==> config.mk <==
export PLATFORM = sky130hd
export DESIGN_NAME = sram_bank_arbiter
export DESIGN_NICKNAME = d
export VERILOG_FILES = /design/src/rtl/sram_bank_arbiter.sv
export SDC_FILE = /design/constraint.sdc
export NUM_CORES = 1
export LEC_CHECK = 0
export ABC_AREA = 0
export BUFFER_PORTS_ARGS = -buffer_cell sky130_fd_sc_hd__buf_2
export CORE_AREA = 3 3 150 152
export DETAILED_ROUTE_END_ITERATION = 8
export DIE_AREA = 0 0 153 155
export PLACE_DENSITY = 0.41
export SLEW_MARGIN = 20
export SYNTH_ARGS = -nofsm -noshare
export SYNTH_HDL_FRONTEND = slang
export SYNTH_SLANG_ARGS = --single-unit
==> constraint.sdc <==
create_clock -name axi_clk -period 1.9 [get_ports axi_clk]
set_clock_uncertainty 0.15 [all_clocks]
set_input_delay 0 -clock axi_clk [delete_from_list [all_inputs] [get_ports axi_clk]]
set_output_delay 0 -clock axi_clk [all_outputs]
set_load 0.05 [all_outputs]
==> src/rtl/sram_bank_arbiter.sv <==
// sram_bank_arbiter: single-port SRAM arbiter for engine, loader and debug with debug anti-starvation
module sram_bank_arbiter #(
    parameter int pADDR_WIDTH   = 10,
    parameter int pDATA_WIDTH   = 64,
    parameter int pSTARVE_LIMIT = 15
) (
    input  logic                   axi_clk,
    input  logic                   axi_reset_n,
    input  logic                   eng_lock,
    input  logic                   eng_req,
    input  logic                   eng_we,
    input  logic [pADDR_WIDTH-1:0] eng_adr,
    input  logic [pDATA_WIDTH-1:0] eng_d,
    output logic                   eng_gnt,
    output logic                   eng_qvld,
    input  logic                   ld_req,
    input  logic                   ld_we,
    input  logic [pADDR_WIDTH-1:0] ld_adr,
    input  logic [pDATA_WIDTH-1:0] ld_d,
    output logic                   ld_gnt,
    output logic                   ld_qvld,
    input  logic                   dbg_req,
    input  logic [pADDR_WIDTH-1:0] dbg_adr,
    output logic                   dbg_gnt,
    output logic                   dbg_qvld,
    output logic [pDATA_WIDTH-1:0] rd_q,
    output logic                   ram_en,
    output logic                   ram_we,
    output logic [pADDR_WIDTH-1:0] ram_adr,
    output logic [pDATA_WIDTH-1:0] ram_d,
    input  logic [pDATA_WIDTH-1:0] ram_q,
    output logic [7:0]             starve_cnt
);
    localparam int CW = $clog2(pSTARVE_LIMIT + 2);

    logic [CW-1:0] wait_q, wait_d;
    logic [7:0]    starve_q, starve_d;
    logic          eng_rd_q, ld_rd_q, dbg_rd_q;
    logic          force_dbg;

    // grant selection: forced debug beats everything except the lock, else engine > loader > debug
    always_comb begin
        force_dbg = axi_reset_n & ~eng_lock & dbg_req & (wait_q == CW'(pSTARVE_LIMIT));
        eng_gnt   = axi_reset_n & eng_req & ~force_dbg;
        ld_gnt    = axi_reset_n & ~eng_lock & ld_req & ~eng_req & ~force_dbg;
        dbg_gnt   = force_dbg | (axi_reset_n & ~eng_lock & dbg_req & ~eng_req & ~ld_req);
    end

    // SRAM port driven by the granted requester, debug always reads, idle drives zeros
    always_comb begin
        ram_en  = eng_gnt | ld_gnt | dbg_gnt;
        ram_we  = (eng_gnt & eng_we) | (ld_gnt & ld_we);
        ram_adr = eng_gnt ? eng_adr : ld_gnt ? ld_adr : dbg_gnt ? dbg_adr : '0;
        ram_d   = eng_gnt ? eng_d : ld_gnt ? ld_d : '0;
    end

    // starvation tracking frozen while the engine holds the lock
    always_comb begin
        wait_d   = eng_lock ? wait_q : (dbg_req & ~dbg_gnt) ? wait_q + 1'b1 : '0;
        starve_d = (force_dbg && starve_q != 8'hFF) ? starve_q + 8'd1 : starve_q;
    end

    // state registers and one-stage read-return tags
    always_ff @(posedge axi_clk or negedge axi_reset_n) begin
        if (!axi_reset_n) begin
            wait_q   <= '0;
            starve_q <= '0;
            eng_rd_q <= 1'b0;
            ld_rd_q  <= 1'b0;
            dbg_rd_q <= 1'b0;
        end else begin
            wait_q   <= wait_d;
            starve_q <= starve_d;
            eng_rd_q <= eng_gnt & ~eng_we;
            ld_rd_q  <= ld_gnt & ~ld_we;
            dbg_rd_q <= dbg_gnt;
        end
    end

    assign eng_qvld   = eng_rd_q;
    assign ld_qvld    = ld_rd_q;
    assign dbg_qvld   = dbg_rd_q;
    assign rd_q       = ram_q;
    assign starve_cnt = starve_q;
endmodule

==> flow_summary.html, run 1 <==
<table>
<tr><th>Metric</th><th>Value</th></tr>
<tr><th colspan="2">Synthesis</th></tr>
<tr><td>Most repeated cell in the gate-level netlist after synthesis</td><td>sky130_fd_sc_hd__buf_4</td></tr>
<tr><td>Post-synth top cells</td><td>sky130_fd_sc_hd__buf_4 (67), sky130_fd_sc_hd__a22o_1 (65), sky130_fd_sc_hd__dfrtp_1 (16)</td></tr>
<tr><td>Post-synthesis sequential element count</td><td>16</td></tr>
<tr><td>Prevailing post-synth register cell</td><td>sky130_fd_sc_hd__dfrtp_1</td></tr>
<tr><td>Count of unique library cells instantiated by Yosys</td><td>39</td></tr>
<tr><td>EDFF count, synth</td><td>0</td></tr>
<tr><td>Library cell occupying the most area in the post-synthesis netlist</td><td>sky130_fd_sc_hd__a22o_1</td></tr>
<tr><td>Synth Net Count</td><td>480</td></tr>
<tr><td>YS warnings</td><td>0</td></tr>
<tr><td>Share of the yosys chip area belonging to registers</td><td>18.44%</td></tr>
<tr><td>Biggest area contributors in the synthesized netlist</td><td>sky130_fd_sc_hd__a22o_1 (26%), sky130_fd_sc_hd__buf_4 (23%), sky130_fd_sc_hd__dfrtp_1 (18%), sky130_fd_sc_hd__a221o_1 (4.6%), sky130_fd_sc_hd__nor3b_1 (3.5%)</td></tr>
<tr><td>Fraction of registers with async set/reset</td><td>100.0%</td></tr>
<tr><td>Proportion of netlist area held by the largest area contributor</td><td>26.22%</td></tr>
<tr><td>Gate Count Post-Synth</td><td>247</td></tr>
<tr><td>Post-Syn Area</td><td>0.002171 mm²</td></tr>
<tr><td>Avg Cell Area, Syn</td><td>8.789 µm²</td></tr>
<tr><th colspan="2">Timing</th></tr>
<tr><td>Highest attainable clock frequency</td><td>420.0 MHz</td></tr>
<tr><td>Count of pins over their slew limit</td><td>0</td></tr>
<tr><td>Period Utilization, post-route</td><td>125.3%</td></tr>
<tr><td>Number of failing hold endpoints at the final stage</td><td>0</td></tr>
<tr><td>Slew at the pin with the worst max-slew slack</td><td>0.5409 ns</td></tr>
<tr><td>Final min period</td><td>2.381 ns</td></tr>
<tr><td>Setup WS post-layout</td><td>-0.4809 ns</td></tr>
<tr><td>RSZ-0062 raised after global routing</td><td>yes</td></tr>
<tr><td>Relative slew slack</td><td>63.82%</td></tr>
<tr><td>Final number of setup-violating endpoints</td><td>92</td></tr>
<tr><td>Setup TNS Final</td><td>-37.13 ns</td></tr>
<tr><th colspan="2">Clock tree</th></tr>
<tr><td>Clock-pin transition on the worst setup and hold timing paths</td><td>0.05 ns</td></tr>
<tr><td>CTS Buffer Depth</td><td>2</td></tr>
<tr><td>Number of buffers added by the clock tree synthesis step</td><td>3</td></tr>
<tr><td>H-tree level count</td><td>1</td></tr>
<tr><td>Clock tree root driver cell</td><td>sky130_fd_sc_hd__clkbuf_16</td></tr>
<tr><td>TritonCTS clock tree</td><td>built</td></tr>
<tr><td>Number of clock sinks</td><td>16</td></tr>
<tr><td>Clock latency reported for the late side of the worst-skew pair</td><td>0.25 ns</td></tr>
<tr><th colspan="2">GRT</th></tr>
<tr><td>Antenna violations before repair</td><td>0</td></tr>
<tr><td>Largest net degree at the start of global routing</td><td>24</td></tr>
<tr><td>Vias in the first global route</td><td>3,597</td></tr>
<tr><td>Total congestion overflow</td><td>0</td></tr>
<tr><td>First-pass GRT wire length</td><td>19,750 µm</td></tr>
<tr><td>Global-route usage over all layers</td><td>10.16%</td></tr>
<tr><th colspan="2">Run</th></tr>
<tr><td>Max Cap Violations</td><td>0</td></tr>
<tr><th colspan="2">Critical path</th></tr>
<tr><td>Data arrival time at the worst-slack endpoint</td><td>2.23 ns</td></tr>
<tr><td>Most repeated library cell on the critical path</td><td>sky130_fd_sc_hd__buf_6</td></tr>
<tr><td>Cell type of the slowest stage on the worst timing path</td><td>sky130_fd_sc_hd__dfrtp_1</td></tr>
<tr><td>Critical Path RT</td><td>1.75 ns</td></tr>
<tr><td>Worst setup path startpoint</td><td>wait_q[1]$_DFFE_PN0N_</td></tr>
<tr><td>Number of cells on the worst reg-to-reg path</td><td>11</td></tr>
<tr><td>Slowest stage delay, CP</td><td>0.38 ns</td></tr>
<tr><td>Kind of start point of the critical path</td><td>flop</td></tr>
<tr><td>Kind of end point of the critical path</td><td>output port</td></tr>
<tr><td>Cell breakdown of the critical path</td><td>ha_2 -&gt; and3_4 -&gt; ha_4 -&gt; a2111oi_4 -&gt; buf_6 -&gt; buf_12 -&gt; a221o_2 -&gt; buf_6</td></tr>
<tr><td>Worst flop-to-flop path startpoint</td><td>wait_q[1]$_DFFE_PN0N_</td></tr>
<tr><td>Register-to-register setup slack</td><td>-0.37 ns</td></tr>
<tr><td>Largest fanout on the critical path</td><td>9</td></tr>
<tr><td>Reg-to-reg critical path endpoint</td><td>starve_cnt[1]$_DFFE_PN0P_</td></tr>
<tr><td>Critical path start-end classification</td><td>flop to output port</td></tr>
<tr><th colspan="2">Run status</th></tr>
<tr><td>Violations in the final reports</td><td>negative setup slack</td></tr>
<tr><td>Status</td><td>finished with violations</td></tr>
<tr><th colspan="2">Detailed routing</th></tr>
<tr><td>Residual DRC</td><td>0</td></tr>
<tr><td>Residual antenna-violating net count after detailed routing</td><td>0</td></tr>
<tr><td>Count of TritonRoute iterations in the first routing pass</td><td>4</td></tr>
<tr><td>Wire length after detailed routing</td><td>13,960 µm</td></tr>
<tr><td>Post-detailed-route wirelength per cell</td><td>16.90 µm</td></tr>
<tr><td>Detailed router's first-iteration violation count</td><td>108</td></tr>
<tr><td>Vias per std cell</td><td>3.930</td></tr>
<tr><td>Total via count after detailed routing</td><td>3,246</td></tr>
<tr><th colspan="2">Pwr</th></tr>
<tr><td>Design Power</td><td>2.530 mW</td></tr>
<tr><td>LEAKAGE</td><td>3.029 nW</td></tr>
<tr><td>Peak ir drop on the vdd network</td><td>0.2314 mV</td></tr>
<tr><td>Power per cell area</td><td>403.8 mW/mm²</td></tr>
<tr><th colspan="2">Layout</th></tr>
<tr><td>Count of placed standard cells in the final layout, fillers left out</td><td>826</td></tr>
<tr><td>Ratio of cells with drive above 1 in the final layout</td><td>75.68%</td></tr>
<tr><td>Final net count</td><td>785</td></tr>
<tr><td>Layout area overhead</td><td>188.6%</td></tr>
<tr><td>Number of diodes added for antenna fixing</td><td>0</td></tr>
<tr><th colspan="2">Placed design</th></tr>
<tr><td>Count of port buffers added during placement</td><td>255</td></tr>
<tr><td>Total placed cells including tap cells</td><td>730</td></tr>
<tr><td>Half-perimeter wire length after detailed placement</td><td>9506 µm</td></tr>
<tr><td>Worst setup slack after placement</td><td>-0.3114 ns</td></tr>
<tr><td>Final weighted congestion in routability-driven placement</td><td>0.7099</td></tr>
<tr><th colspan="2">Floorplan</th></tr>
<tr><td>Ports</td><td>384</td></tr>
<tr><td>Height of the chip</td><td>155 µm</td></tr>
<tr><td>Floorplan die area</td><td>0.02372 mm²</td></tr>
<tr><td>Count of standard-cell rows</td><td>53</td></tr>
<tr><td>Area of the core</td><td>0.02115 mm²</td></tr>
<tr><td>Die Width</td><td>153 µm</td></tr>
<tr><td>Initial Util</td><td>10.26%</td></tr>
<tr><th colspan="2">Hold path</th></tr>
<tr><td>Worst min path class</td><td>input port to async pin</td></tr>
</table>
[final cells by class]
class,instances,area (µm²)
clock buffers,4,88.84
fillers,2147,14890
inverters,3,11.26
multi-input cells,145,1908
flip-flops and latches,16,401.6
well taps,275,344.1
repair buffers,383,3512
[kinds of logic (layout without fill, tap and decap cells)]
logic type               Yosys count  after routing  synth area share (%)
flip-flops                        16             16                 18.44
multiplexers                       3              3                 1.499
AND/OR/NAND/NOR                   42             42                 12.05
adder cells (fa/ha/maj)            3              3                 1.729
AO/OA/AOI/OAI                     93             93                 37.64
buffers and inverters             86            390                 27.03
XOR/XNOR                           4              4                 1.614
[worst max path at each step]
stage,to,cells after the start
finish,ram_adr[8],8
floorplan,ram_d[35],7
global route,ram_adr[7],8
global placement,ram_adr[8],8
CTS,starve_cnt[1]$_DFFE_PN0P_,12
detailed placement,ram_adr[7],8
[what timing repair did]
item | CTS | global route
gates resized for setup | 236 | 45
hold buffers | 70 | 0
cloned | 3 | 6
hold endpoints to repair | 87 | 0
setup buffers | 9 | 6
pin swaps | 9 | 7
endpoints found under the setup margin | 92 | 93
[where the power goes]
| part | switching [mW] | total [mW] | internal (mW) | leakage (nW) |
|---|---|---|---|---|
| registers | 0.0104 | 0.369 | 0.358 | 0.218 |
| clock network | 0.146 | 0.467 | 0.320 | 0.0442 |
| logic | 0.955 | 1.69 | 0.740 | 2.77 |
[state kept, by name, indices dropped and copies added, names as in the netlist]
| register | cells |
|---|---|
| eng_qvld | 1 |
| ld_qvld | 1 |
| wait_q | 5 |
| starve_cnt | 8 |
| dbg_qvld | 1 |
[critical path: cells and delay by family, from the launching register on]
| kind | cells | cell delay, ns |
|---|---|---|
| fa+ha+maj | 2 | 0.36 |
| flops | 1 | 0.38 |
| buf+inv | 3 | 0.54 |
| compound gates | 2 | 0.50 |
| simple gates | 1 | 0.18 |
[through the flow]
stage,hold slack [ns],util (%),instance area [µm²]
floorplan,-0.4456,-,2785
global placement,-0.3071,19.71,4170
detailed placement,-0.3058,19.71,4170
CTS,0.04330,27.91,5904
global route,0.06103,29.62,6266
finish,0.03562,29.62,6266
[cell usage in the layout (no fill, tap or decap), types with 3 or more instances in the layout]
master and n:
sky130_fd_sc_hd__nand3_1 3, sky130_fd_sc_hd__buf_12 7, sky130_fd_sc_hd__buf_4 21, sky130_fd_sc_hd__a22o_2 5, sky130_fd_sc_hd__and3_1 3, sky130_fd_sc_hd__nand2_1 10, sky130_fd_sc_hd__clkbuf_16 8, sky130_fd_sc_hd__buf_6 31
sky130_fd_sc_hd__nor3b_1 5, sky130_fd_sc_hd__buf_8 68, sky130_fd_sc_hd__dfrtp_1 15, sky130_fd_sc_hd__nor3b_2 4, sky130_fd_sc_hd__dlygate4sd3_1 70, sky130_fd_sc_hd__a221o_2 10, sky130_fd_sc_hd__xor2_1 3, sky130_fd_sc_hd__buf_2 176
sky130_fd_sc_hd__inv_1 3, sky130_fd_sc_hd__buf_16 5, sky130_fd_sc_hd__a22o_4 60
[routing by layer]
| layer | up-vias | part of all wire (%) | global-route usage (%) | wire length, µm |
|---|---|---|---|---|
| met4 | 0 | 0.73 | 1.527 | 102 |
| met5 | - | 0 | 0 | 0 |
| met1 | 1519 | 37 | 12.19 | 5223 |
| met2 | 212 | 55 | 19.68 | 7725 |
| met3 | 7 | 6.5 | 1.280 | 910 |
| li1 | 1508 | - | - | - |
(Power assumes the default switching activity.)
==> run 2, diff against run 1 <==
--- a/config.mk
+++ b/config.mk
@@ -10,7 +10,7 @@
 export CORE_AREA = 3 3 150 152
 export DETAILED_ROUTE_END_ITERATION = 8
 export DIE_AREA = 0 0 153 155
-export PLACE_DENSITY = 0.41
+export PLACE_DENSITY = 0.4
 export SLEW_MARGIN = 20
 export SYNTH_ARGS = -nofsm -noshare
 export SYNTH_HDL_FRONTEND = slang
==> constraint.sdc (replaced) <==
create_clock -name axi_clk -period 2.4 [get_ports axi_clk]
set_clock_uncertainty 0.15 [all_clocks]
set_input_delay 0 -clock axi_clk [delete_from_list [all_inputs] [get_ports axi_clk]]
set_output_delay 0 -clock axi_clk [all_outputs]
set_load 0.05 [all_outputs]
==> run 2 against run 1 <==
- the flow now finishes without violations
- critical path depth unchanged
- hold slack worse by 0.027 ns
- final area down 24%
- clock-buffer cell count unchanged
- first-iteration DRC count up 53%
- worst setup slack better by 0.51 ns
- critical path type unchanged
- largest power group unchanged
==> flow_summary.html, run 2 (synthesis results as in run 1) <==
<table>
<tr><th>Metric</th><th>Value</th></tr>
<tr><th colspan="2">Run status</th></tr>
<tr><td>Status</td><td>complete, no violations</td></tr>
<tr><th colspan="2">Critical path</th></tr>
<tr><td>Slowest stage delay, CP</td><td>0.38 ns (about the same)</td></tr>
<tr><td>Critical Path RT</td><td>2.25 ns (+0.50 ns)</td></tr>
<tr><td>Critical path start-end classification</td><td>flop to output port</td></tr>
<tr><td>Number of buffers and inverters on the critical path</td><td>3 (unchanged)</td></tr>
<tr><td>Cell breakdown of the critical path</td><td>ha_2 -&gt; and3_4 -&gt; ha_4 -&gt; a2111oi_4 -&gt; buf_6 -&gt; buf_12 -&gt; a221o_1 -&gt; buf_6</td></tr>
<tr><td>Data arrival time at the worst-slack endpoint</td><td>2.22 ns (about the same)</td></tr>
<tr><td>Largest fanout on the critical path</td><td>19 (+10)</td></tr>
<tr><td>Kind of end point of the critical path</td><td>output port</td></tr>
<tr><td>Cell family contributing the most delay on the critical path</td><td>buffers and inverters</td></tr>
<tr><td>Cell type of the slowest stage on the worst timing path</td><td>sky130_fd_sc_hd__dfrtp_1</td></tr>
<tr><td>Most repeated library cell on the critical path</td><td>sky130_fd_sc_hd__buf_6</td></tr>
<tr><td>Kind of start point of the critical path</td><td>flop</td></tr>
<tr><th colspan="2">Pwr</th></tr>
<tr><td>LEAKAGE</td><td>2.306 nW (-24%)</td></tr>
<tr><td>Peak ir drop on the vdd network</td><td>0.2731 mV (+18%)</td></tr>
<tr><td>Power per cell area</td><td>365.5 mW/mm² (-9.5%)</td></tr>
<tr><td>Design Power</td><td>1.746 mW (-31%)</td></tr>
<tr><th colspan="2">Detailed routing</th></tr>
<tr><td>Count of TritonRoute iterations in the first routing pass</td><td>4 (unchanged)</td></tr>
<tr><td>Post-detailed-route wirelength per cell</td><td>16.98 µm (+0.44%)</td></tr>
<tr><td>Wire length after detailed routing</td><td>13,310 µm (-4.7%)</td></tr>
<tr><td>Residual antenna-violating net count after detailed routing</td><td>0 (unchanged)</td></tr>
<tr><td>Detailed router's first-iteration violation count</td><td>165 (+53%)</td></tr>
<tr><td>Residual DRC</td><td>0 (unchanged)</td></tr>
<tr><td>Total via count after detailed routing</td><td>3,037 (-6.4%)</td></tr>
<tr><td>Vias per std cell</td><td>3.874 (-1.4%)</td></tr>
<tr><th colspan="2">Layout</th></tr>
<tr><td>Final net count</td><td>743 (-5.4%)</td></tr>
<tr><td>Commonest non-fill, non-tap cell in the layout</td><td>sky130_fd_sc_hd__buf_2</td></tr>
<tr><td>Final core occ</td><td>22.58% (-7.0 points)</td></tr>
<tr><td>Number of diodes added for antenna fixing</td><td>0 (unchanged)</td></tr>
<tr><td>Count of placed standard cells in the final layout, fillers left out</td><td>784 (-5.1%)</td></tr>
<tr><td>Ratio of cells with drive above 1 in the final layout</td><td>58.15% (-18 points)</td></tr>
<tr><td>Commonest cells after routing, fill and taps aside</td><td>sky130_fd_sc_hd__buf_2 (179), sky130_fd_sc_hd__buf_6 (77), sky130_fd_sc_hd__dlygate4sd3_1 (68), sky130_fd_sc_hd__a22o_1 (57), sky130_fd_sc_hd__dfrtp_1 (16)</td></tr>
<tr><td>Max reg flops</td><td>8 (unchanged)</td></tr>
<tr><td>Footprint of the flip-flops and latches</td><td>400.4 µm² (-0.31%)</td></tr>
<tr><td>Area occupied by multi-input gates</td><td>0.001247 mm² (-35%)</td></tr>
<tr><td>Layout area overhead</td><td>120.0%</td></tr>
<tr><td>Count of filler cells inserted in the layout</td><td>2,291 (+6.7%)</td></tr>
<tr><th colspan="2">GRT</th></tr>
<tr><td>Total congestion overflow</td><td>0 (unchanged)</td></tr>
<tr><td>Vias in the first global route</td><td>3,011 (-16%)</td></tr>
<tr><td>Global-route usage over all layers</td><td>9.043% (-1.1 points)</td></tr>
<tr><td>Antenna violations before repair</td><td>0 (unchanged)</td></tr>
<tr><td>First-pass GRT wire length</td><td>17,310 µm (-12%)</td></tr>
<tr><td>Largest net degree at the start of global routing</td><td>41 (+71%)</td></tr>
<tr><th colspan="2">Clock tree</th></tr>
<tr><td>TritonCTS clock tree</td><td>built</td></tr>
<tr><td>Number of clock sinks</td><td>16 (unchanged)</td></tr>
<tr><td>Clock latency reported for the late side of the worst-skew pair</td><td>0.24 ns (about the same)</td></tr>
<tr><td>Number of buffers added by the clock tree synthesis step</td><td>3 (unchanged)</td></tr>
<tr><td>H-tree level count</td><td>1 (unchanged)</td></tr>
<tr><td>CTS Buffer Depth</td><td>2 (unchanged)</td></tr>
<tr><td>Clock tree root driver cell</td><td>sky130_fd_sc_hd__clkbuf_16</td></tr>
<tr><td>Clock-pin transition on the worst setup and hold timing paths</td><td>0.05 ns (about the same)</td></tr>
<tr><th colspan="2">Floorplan</th></tr>
<tr><td>Area of the core</td><td>0.02115 mm² (unchanged)</td></tr>
<tr><td>Ports</td><td>384 (unchanged)</td></tr>
<tr><td>Count of standard-cell rows</td><td>53 (unchanged)</td></tr>
<tr><td>Die Width</td><td>153 µm (unchanged)</td></tr>
<tr><td>Initial Util</td><td>10.26% (unchanged)</td></tr>
<tr><td>Height of the chip</td><td>155 µm (unchanged)</td></tr>
<tr><td>Floorplan die area</td><td>0.02372 mm² (unchanged)</td></tr>
<tr><th colspan="2">Hold path</th></tr>
<tr><td>Worst min path class</td><td>input port to async pin</td></tr>
<tr><th colspan="2">Timing</th></tr>
<tr><td>Count of pins over their slew limit</td><td>0 (unchanged)</td></tr>
<tr><td>Highest attainable clock frequency</td><td>422.4 MHz</td></tr>
<tr><td>Relative slew slack</td><td>62.96% (-0.86 points)</td></tr>
<tr><td>Number of failing hold endpoints at the final stage</td><td>0 (unchanged)</td></tr>
<tr><td>Slew at the pin with the worst max-slew slack</td><td>0.5538 ns (+0.01288 ns)</td></tr>
<tr><td>Setup WS post-layout</td><td>0.03257 ns (+0.5135 ns)</td></tr>
<tr><td>Period Utilization, post-route</td><td>98.64%</td></tr>
<tr><td>Worst hold margin</td><td>0.008997 ns (-0.02662 ns)</td></tr>
<tr><td>RSZ-0062 raised after global routing</td><td>yes</td></tr>
<tr><td>Final number of setup-violating endpoints</td><td>0 (-100%)</td></tr>
<tr><td>Final min period</td><td>2.367 ns</td></tr>
<tr><th colspan="2">Placed design</th></tr>
<tr><td>Final weighted congestion in routability-driven placement</td><td>0.7917 (+12%)</td></tr>
<tr><td>Half-perimeter wire length after detailed placement</td><td>9926 µm (+4.4%)</td></tr>
<tr><td>Count of port buffers added during placement</td><td>255 (unchanged)</td></tr>
<tr><td>Worst setup slack after placement</td><td>0.02113 ns (+0.3326 ns)</td></tr>
<tr><td>Total placed cells including tap cells</td><td>707 (-3.2%)</td></tr>
<tr><th colspan="2">Run</th></tr>
<tr><td>Max Cap Violations</td><td>0 (unchanged)</td></tr>
</table>
run 2: cell count changes in the layout (fill, tap and decap cells not counted), sizes merged:
| cell | before | now |
|---|---|---|
| buf | 308 | 271 |
| clkbuf | 9 | 6 |
| dlygate4sd3 | 70 | 68 |
run 2: routing by layer:
metal  routed length [µm]  vias to the layer above  share of wire (%)  global-route usage [%]
met1                 4929                     1433                 37                   11.03
met2                 7395                      185                 56                   17.30
met3                  925                        4                6.9                   1.252
met4                   59                        0               0.44                   1.146
li1                     -                     1415                  -                       -
met5                    0                        -                  0                       0
run 2: final cells by class:
type	count	area share (%)
clock buffer	4	1.860
timing repair buffer	341	56.20
tap	275	7.205
multi-input combinational	145	26.12
inverter	3	0.2358
sequential	16	8.384
run 2: final timing paths:
kind                       cells after the start                   endpoint                  start  slack [ns]
hold reg to reg                                2      wait_q[4]$_DFFE_PN0N_  wait_q[4]$_DFFE_PN0N_        0.35
min in group axi_clk                           3      wait_q[4]$_DFFE_PN0N_                dbg_req        0.04
max in group asynchronous                      3         dbg_qvld$_DFF_PN0_            axi_reset_n        1.72
setup / recovery                               8                 ram_adr[5]  wait_q[1]$_DFFE_PN0N_        0.03
hold / removal                                 2  starve_cnt[6]$_DFFE_PN0P_            axi_reset_n       0.009
setup reg to reg                               8  starve_cnt[5]$_DFFE_PN0P_  wait_q[0]$_DFFE_PN0N_        0.18
run 2: timing repair:
action                                  4_1_cts  5_1_grt
setup buffers                                 2        1
gates cloned                                  0        2
endpoints found under the setup margin       77       77
endpoints found under the hold margin        86        0
pin swaps                                     5       33
gates resized for setup                      92       74
hold buffers                                 68        0
run 2: stage by stage:
| step | instance area (µm²) | setup TNS [ns] |
|---|---|---|
| floorplan | 2183 | 0 |
| global placement | 3396 | -0.007254 |
| detailed placement | 3396 | 0 |
| CTS | 4439 | 0 |
| global route | 4776 | -0.9856 |
| finish | 4776 | 0 |
run 2: where the power goes:
part / switching [mW] / total, mW / leakage, nW / internal [mW]
clock network: 0.108 / 0.361 / 0.0442 / 0.253
logic: 0.681 / 1.09 / 2.04 / 0.407
registers: 0.0129 / 0.297 / 0.220 / 0.284
==> run 3, diff against run 2 <==
--- a/config.mk
+++ b/config.mk
@@ -11,6 +11,7 @@
 export DETAILED_ROUTE_END_ITERATION = 8
 export DIE_AREA = 0 0 153 155
 export PLACE_DENSITY = 0.4
+export RECOVER_POWER = 25
 export SLEW_MARGIN = 20
 export SYNTH_ARGS = -nofsm -noshare
 export SYNTH_HDL_FRONTEND = slang
==> run 3 against run 2 <==
- utilization barely moved
- worst setup slack did not move
- global-route usage did not move
- highest routed layer unchanged
==> flow_summary.html, run 3 (synthesis results as in run 1) <==
<table>
<tr><th>Metric</th><th>Value</th></tr>
<tr><th colspan="2">Layout</th></tr>
<tr><td>Final core occ</td><td>22.56% (about the same)</td></tr>
<tr><td>Ratio of cells with drive above 1 in the final layout</td><td>57.96% (-0.20 points)</td></tr>
<tr><td>Commonest non-fill, non-tap cell in the layout</td><td>sky130_fd_sc_hd__buf_2</td></tr>
<tr><td>Number of diodes added for antenna fixing</td><td>0 (unchanged)</td></tr>
<tr><td>Commonest cells after routing, fill and taps aside</td><td>sky130_fd_sc_hd__buf_2 (179), sky130_fd_sc_hd__buf_6 (77), sky130_fd_sc_hd__dlygate4sd3_1 (68), sky130_fd_sc_hd__a22o_1 (57), sky130_fd_sc_hd__dfrtp_1 (16)</td></tr>
<tr><td>Final net count</td><td>743 (unchanged)</td></tr>
<tr><td>Layout area overhead</td><td>119.8% (about the same)</td></tr>
<tr><td>Max reg flops</td><td>8 (unchanged)</td></tr>
<tr><td>Count of placed standard cells in the final layout, fillers left out</td><td>784 (unchanged)</td></tr>
<tr><td>Count of filler cells inserted in the layout</td><td>2,293 (+0.087%)</td></tr>
<tr><th colspan="2">Pwr</th></tr>
<tr><td>Switching share of power</td><td>45.93% (about the same)</td></tr>
<tr><td>LEAKAGE</td><td>2.302 nW (-0.16%)</td></tr>
<tr><td>NetSw</td><td>0.8014 mW (about the same)</td></tr>
<tr><td>Peak ir drop on the vdd network</td><td>0.2731 mV (about the same)</td></tr>
<tr><td>Power per cell area</td><td>365.7 mW/mm² (about the same)</td></tr>
<tr><td>Design Power</td><td>1.745 mW (about the same)</td></tr>
<tr><td>Logic gate share of total power</td><td>62.3% (about the same)</td></tr>
<tr><td>Clk network pwr share</td><td>20.7% (about the same)</td></tr>
<tr><td>Internal</td><td>0.9436 mW (about the same)</td></tr>
<tr><td>Seq pwr share</td><td>17.0% (about the same)</td></tr>
<tr><th colspan="2">Detailed routing</th></tr>
<tr><td>Detailed router's first-iteration violation count</td><td>165 (unchanged)</td></tr>
<tr><td>Residual DRC</td><td>0 (unchanged)</td></tr>
<tr><td>Top routing layer used</td><td>met4</td></tr>
<tr><td>Total via count after detailed routing</td><td>3,037 (unchanged)</td></tr>
<tr><td>Met3 wire len</td><td>925 µm (unchanged)</td></tr>
<tr><td>Count of TritonRoute iterations in the first routing pass</td><td>4 (unchanged)</td></tr>
<tr><td>Post-detailed-route wirelength per cell</td><td>16.98 µm (unchanged)</td></tr>
<tr><td>Sum of met2 wire segment lengths after detailed routing</td><td>7395 µm (unchanged)</td></tr>
<tr><td>Wire length after detailed routing</td><td>13,310 µm (unchanged)</td></tr>
<tr><td>Met1 wire length</td><td>4930 µm (about the same)</td></tr>
<tr><td>Residual antenna-violating net count after detailed routing</td><td>0 (unchanged)</td></tr>
<tr><td>Vias per std cell</td><td>3.874 (unchanged)</td></tr>
<tr><th colspan="2">Critical path</th></tr>
<tr><td>Number of cells on the worst reg-to-reg path</td><td>8 (unchanged)</td></tr>
<tr><td>Worst flop-to-flop path startpoint</td><td>wait_q[0]$_DFFE_PN0N_</td></tr>
<tr><td>Cell type of the slowest stage on the worst timing path</td><td>sky130_fd_sc_hd__dfrtp_1</td></tr>
<tr><td>Number of buffers and inverters on the critical path</td><td>3 (unchanged)</td></tr>
<tr><td>Critical path start-end classification</td><td>flop to output port</td></tr>
<tr><td>Data arrival time at the worst-slack endpoint</td><td>2.22 ns (about the same)</td></tr>
<tr><td>Most repeated library cell on the critical path</td><td>sky130_fd_sc_hd__buf_6</td></tr>
<tr><td>Cell family contributing the most delay on the critical path</td><td>buffers and inverters</td></tr>
<tr><td>Slowest stage delay, CP</td><td>0.38 ns (about the same)</td></tr>
<tr><td>Largest fanout on the critical path</td><td>19 (unchanged)</td></tr>
<tr><td>Reg-to-reg critical path endpoint</td><td>starve_cnt[5]$_DFFE_PN0P_</td></tr>
<tr><td>Register-to-register setup slack</td><td>0.18 ns (about the same)</td></tr>
<tr><td>Kind of end point of the critical path</td><td>output port</td></tr>
<tr><td>Kind of start point of the critical path</td><td>flop</td></tr>
<tr><td>Cell breakdown of the critical path</td><td>ha_2 -&gt; and3_4 -&gt; ha_4 -&gt; a2111oi_4 -&gt; buf_6 -&gt; buf_12 -&gt; a221o_1 -&gt; buf_6</td></tr>
<tr><td>Critical Path RT</td><td>2.25 ns (about the same)</td></tr>
<tr><th colspan="2">Run status</th></tr>
<tr><td>Status</td><td>complete, no violations</td></tr>
<tr><th colspan="2">GRT</th></tr>
<tr><td>First-pass GRT wire length</td><td>17,310 µm (unchanged)</td></tr>
<tr><td>Vias in the first global route</td><td>3,011 (unchanged)</td></tr>
<tr><td>Global-route usage over all layers</td><td>9.043% (unchanged)</td></tr>
<tr><td>Total congestion overflow</td><td>0 (unchanged)</td></tr>
<tr><td>Largest net degree at the start of global routing</td><td>41 (unchanged)</td></tr>
<tr><td>Antenna violations before repair</td><td>0 (unchanged)</td></tr>
<tr><th colspan="2">Clock tree</th></tr>
<tr><td>Clock latency reported for the late side of the worst-skew pair</td><td>0.24 ns (about the same)</td></tr>
<tr><td>Clock tree root driver cell</td><td>sky130_fd_sc_hd__clkbuf_16</td></tr>
<tr><td>Clock-pin transition on the worst setup and hold timing paths</td><td>0.05 ns (about the same)</td></tr>
<tr><td>Number of buffers added by the clock tree synthesis step</td><td>3 (unchanged)</td></tr>
<tr><td>Number of clock sinks</td><td>16 (unchanged)</td></tr>
<tr><td>TritonCTS clock tree</td><td>built</td></tr>
<tr><td>CTS Buffer Depth</td><td>2 (unchanged)</td></tr>
<tr><td>H-tree level count</td><td>1 (unchanged)</td></tr>
<tr><th colspan="2">Timing</th></tr>
<tr><td>Count of pins over their slew limit</td><td>0 (unchanged)</td></tr>
<tr><td>Highest attainable clock frequency</td><td>422.4 MHz (unchanged)</td></tr>
<tr><td>Final min period</td><td>2.367 ns (unchanged)</td></tr>
<tr><td>Final number of setup-violating endpoints</td><td>0 (unchanged)</td></tr>
<tr><td>Slew at the pin with the worst max-slew slack</td><td>0.5538 ns (unchanged)</td></tr>
<tr><td>RSZ-0062 raised after global routing</td><td>yes</td></tr>
<tr><td>Number of failing hold endpoints at the final stage</td><td>0 (unchanged)</td></tr>
<tr><td>Period Utilization, post-route</td><td>98.64% (unchanged)</td></tr>
<tr><td>Relative slew slack</td><td>62.96% (unchanged)</td></tr>
<tr><th colspan="2">Placed design</th></tr>
<tr><td>Final weighted congestion in routability-driven placement</td><td>0.7917 (unchanged)</td></tr>
<tr><td>Half-perimeter wire length after detailed placement</td><td>9926 µm (unchanged)</td></tr>
<tr><td>Total placed cells including tap cells</td><td>707 (unchanged)</td></tr>
<tr><td>Count of port buffers added during placement</td><td>255 (unchanged)</td></tr>
<tr><th colspan="2">Floorplan</th></tr>
<tr><td>Height of the chip</td><td>155 µm (unchanged)</td></tr>
<tr><td>Area of the core</td><td>0.02115 mm² (unchanged)</td></tr>
<tr><td>Count of standard-cell rows</td><td>53 (unchanged)</td></tr>
<tr><td>Ports</td><td>384 (unchanged)</td></tr>
<tr><td>Initial Util</td><td>10.26% (unchanged)</td></tr>
<tr><td>Die Width</td><td>153 µm (unchanged)</td></tr>
<tr><td>Floorplan die area</td><td>0.02372 mm² (unchanged)</td></tr>
<tr><th colspan="2">Hold path</th></tr>
<tr><td>Worst min path class</td><td>input port to async pin</td></tr>
<tr><th colspan="2">Run</th></tr>
<tr><td>Max Cap Violations</td><td>0 (unchanged)</td></tr>
</table>
-- run 3: worst max-delay path by stage --
stage | start | endpoint | slack, ns | cells past startpoint
floorplan | wait_q[0]$_DFFE_PN0N_ | ram_d[35] | 0.002 | 7
global placement | wait_q[0]$_DFFE_PN0N_ | ram_adr[5] | -0.007 | 7
detailed placement | wait_q[0]$_DFFE_PN0N_ | ram_adr[5] | 0.02 | 7
CTS | wait_q[1]$_DFFE_PN0N_ | ram_adr[5] | 0.02 | 8
global route | wait_q[1]$_DFFE_PN0N_ | ram_d[47] | -0.05 | 8
finish | wait_q[1]$_DFFE_PN0N_ | ram_adr[5] | 0.03 | 8
-- run 3: power by group through the flow --
stage | registers [mW] | logic, mW | clock network, mW
after floorplan | 0.305 | 0.679 | 0
after detailed placement | 0.299 | 0.669 | 0
after global routing | 0.299 | 1.13 | 0.391
after global placement | 0.301 | 0.670 | 0
after CTS | 0.296 | 1.03 | 0.372
final | 0.297 | 1.09 | 0.361
-- run 3: what timing repair did --
| action | 4_1_cts | 5_1_grt |
|---|---|---|
| endpoints found under the setup margin | 77 | 77 |
| setup buffers | 2 | 1 |
| endpoints found under the hold margin | 86 | 0 |
| gates cloned | 0 | 2 |
| pin swaps | 5 | 33 |
| hold buffers | 68 | 0 |
| gates resized for setup | 92 | 74 |
-- run 3: per-stage QoR --
step                setup TNS (ns)  instance area, µm²  setup WS (ns)  hold WS (ns)
floorplan                        0                2183       0.001687       -0.4456
global placement         -0.007254                3396      -0.007254       -0.2627
detailed placement               0                3396        0.02113       -0.2604
CTS                              0                4439        0.02271      0.009182
global route               -0.9856                4772       -0.05218       0.03725
finish                           0                4772        0.03257      0.008538
-- run 3: per-layer routing --
metal,vias up,GRT usage [%]
met3,4,1.252
met4,0,1.146
met1,1433,11.03
met5,-,0
met2,185,17.30
li1,1415,-
-- run 3: final cells by class --
cell class	count	area, µm²	share of cell area, %
tap	275	344.1	7.210
timing repair buffer	341	2680	56.16
sequential	16	400.4	8.390
inverter	3	11.26	0.2360
clock buffer	4	88.84	1.862
multi-input combinational	145	1247	26.14
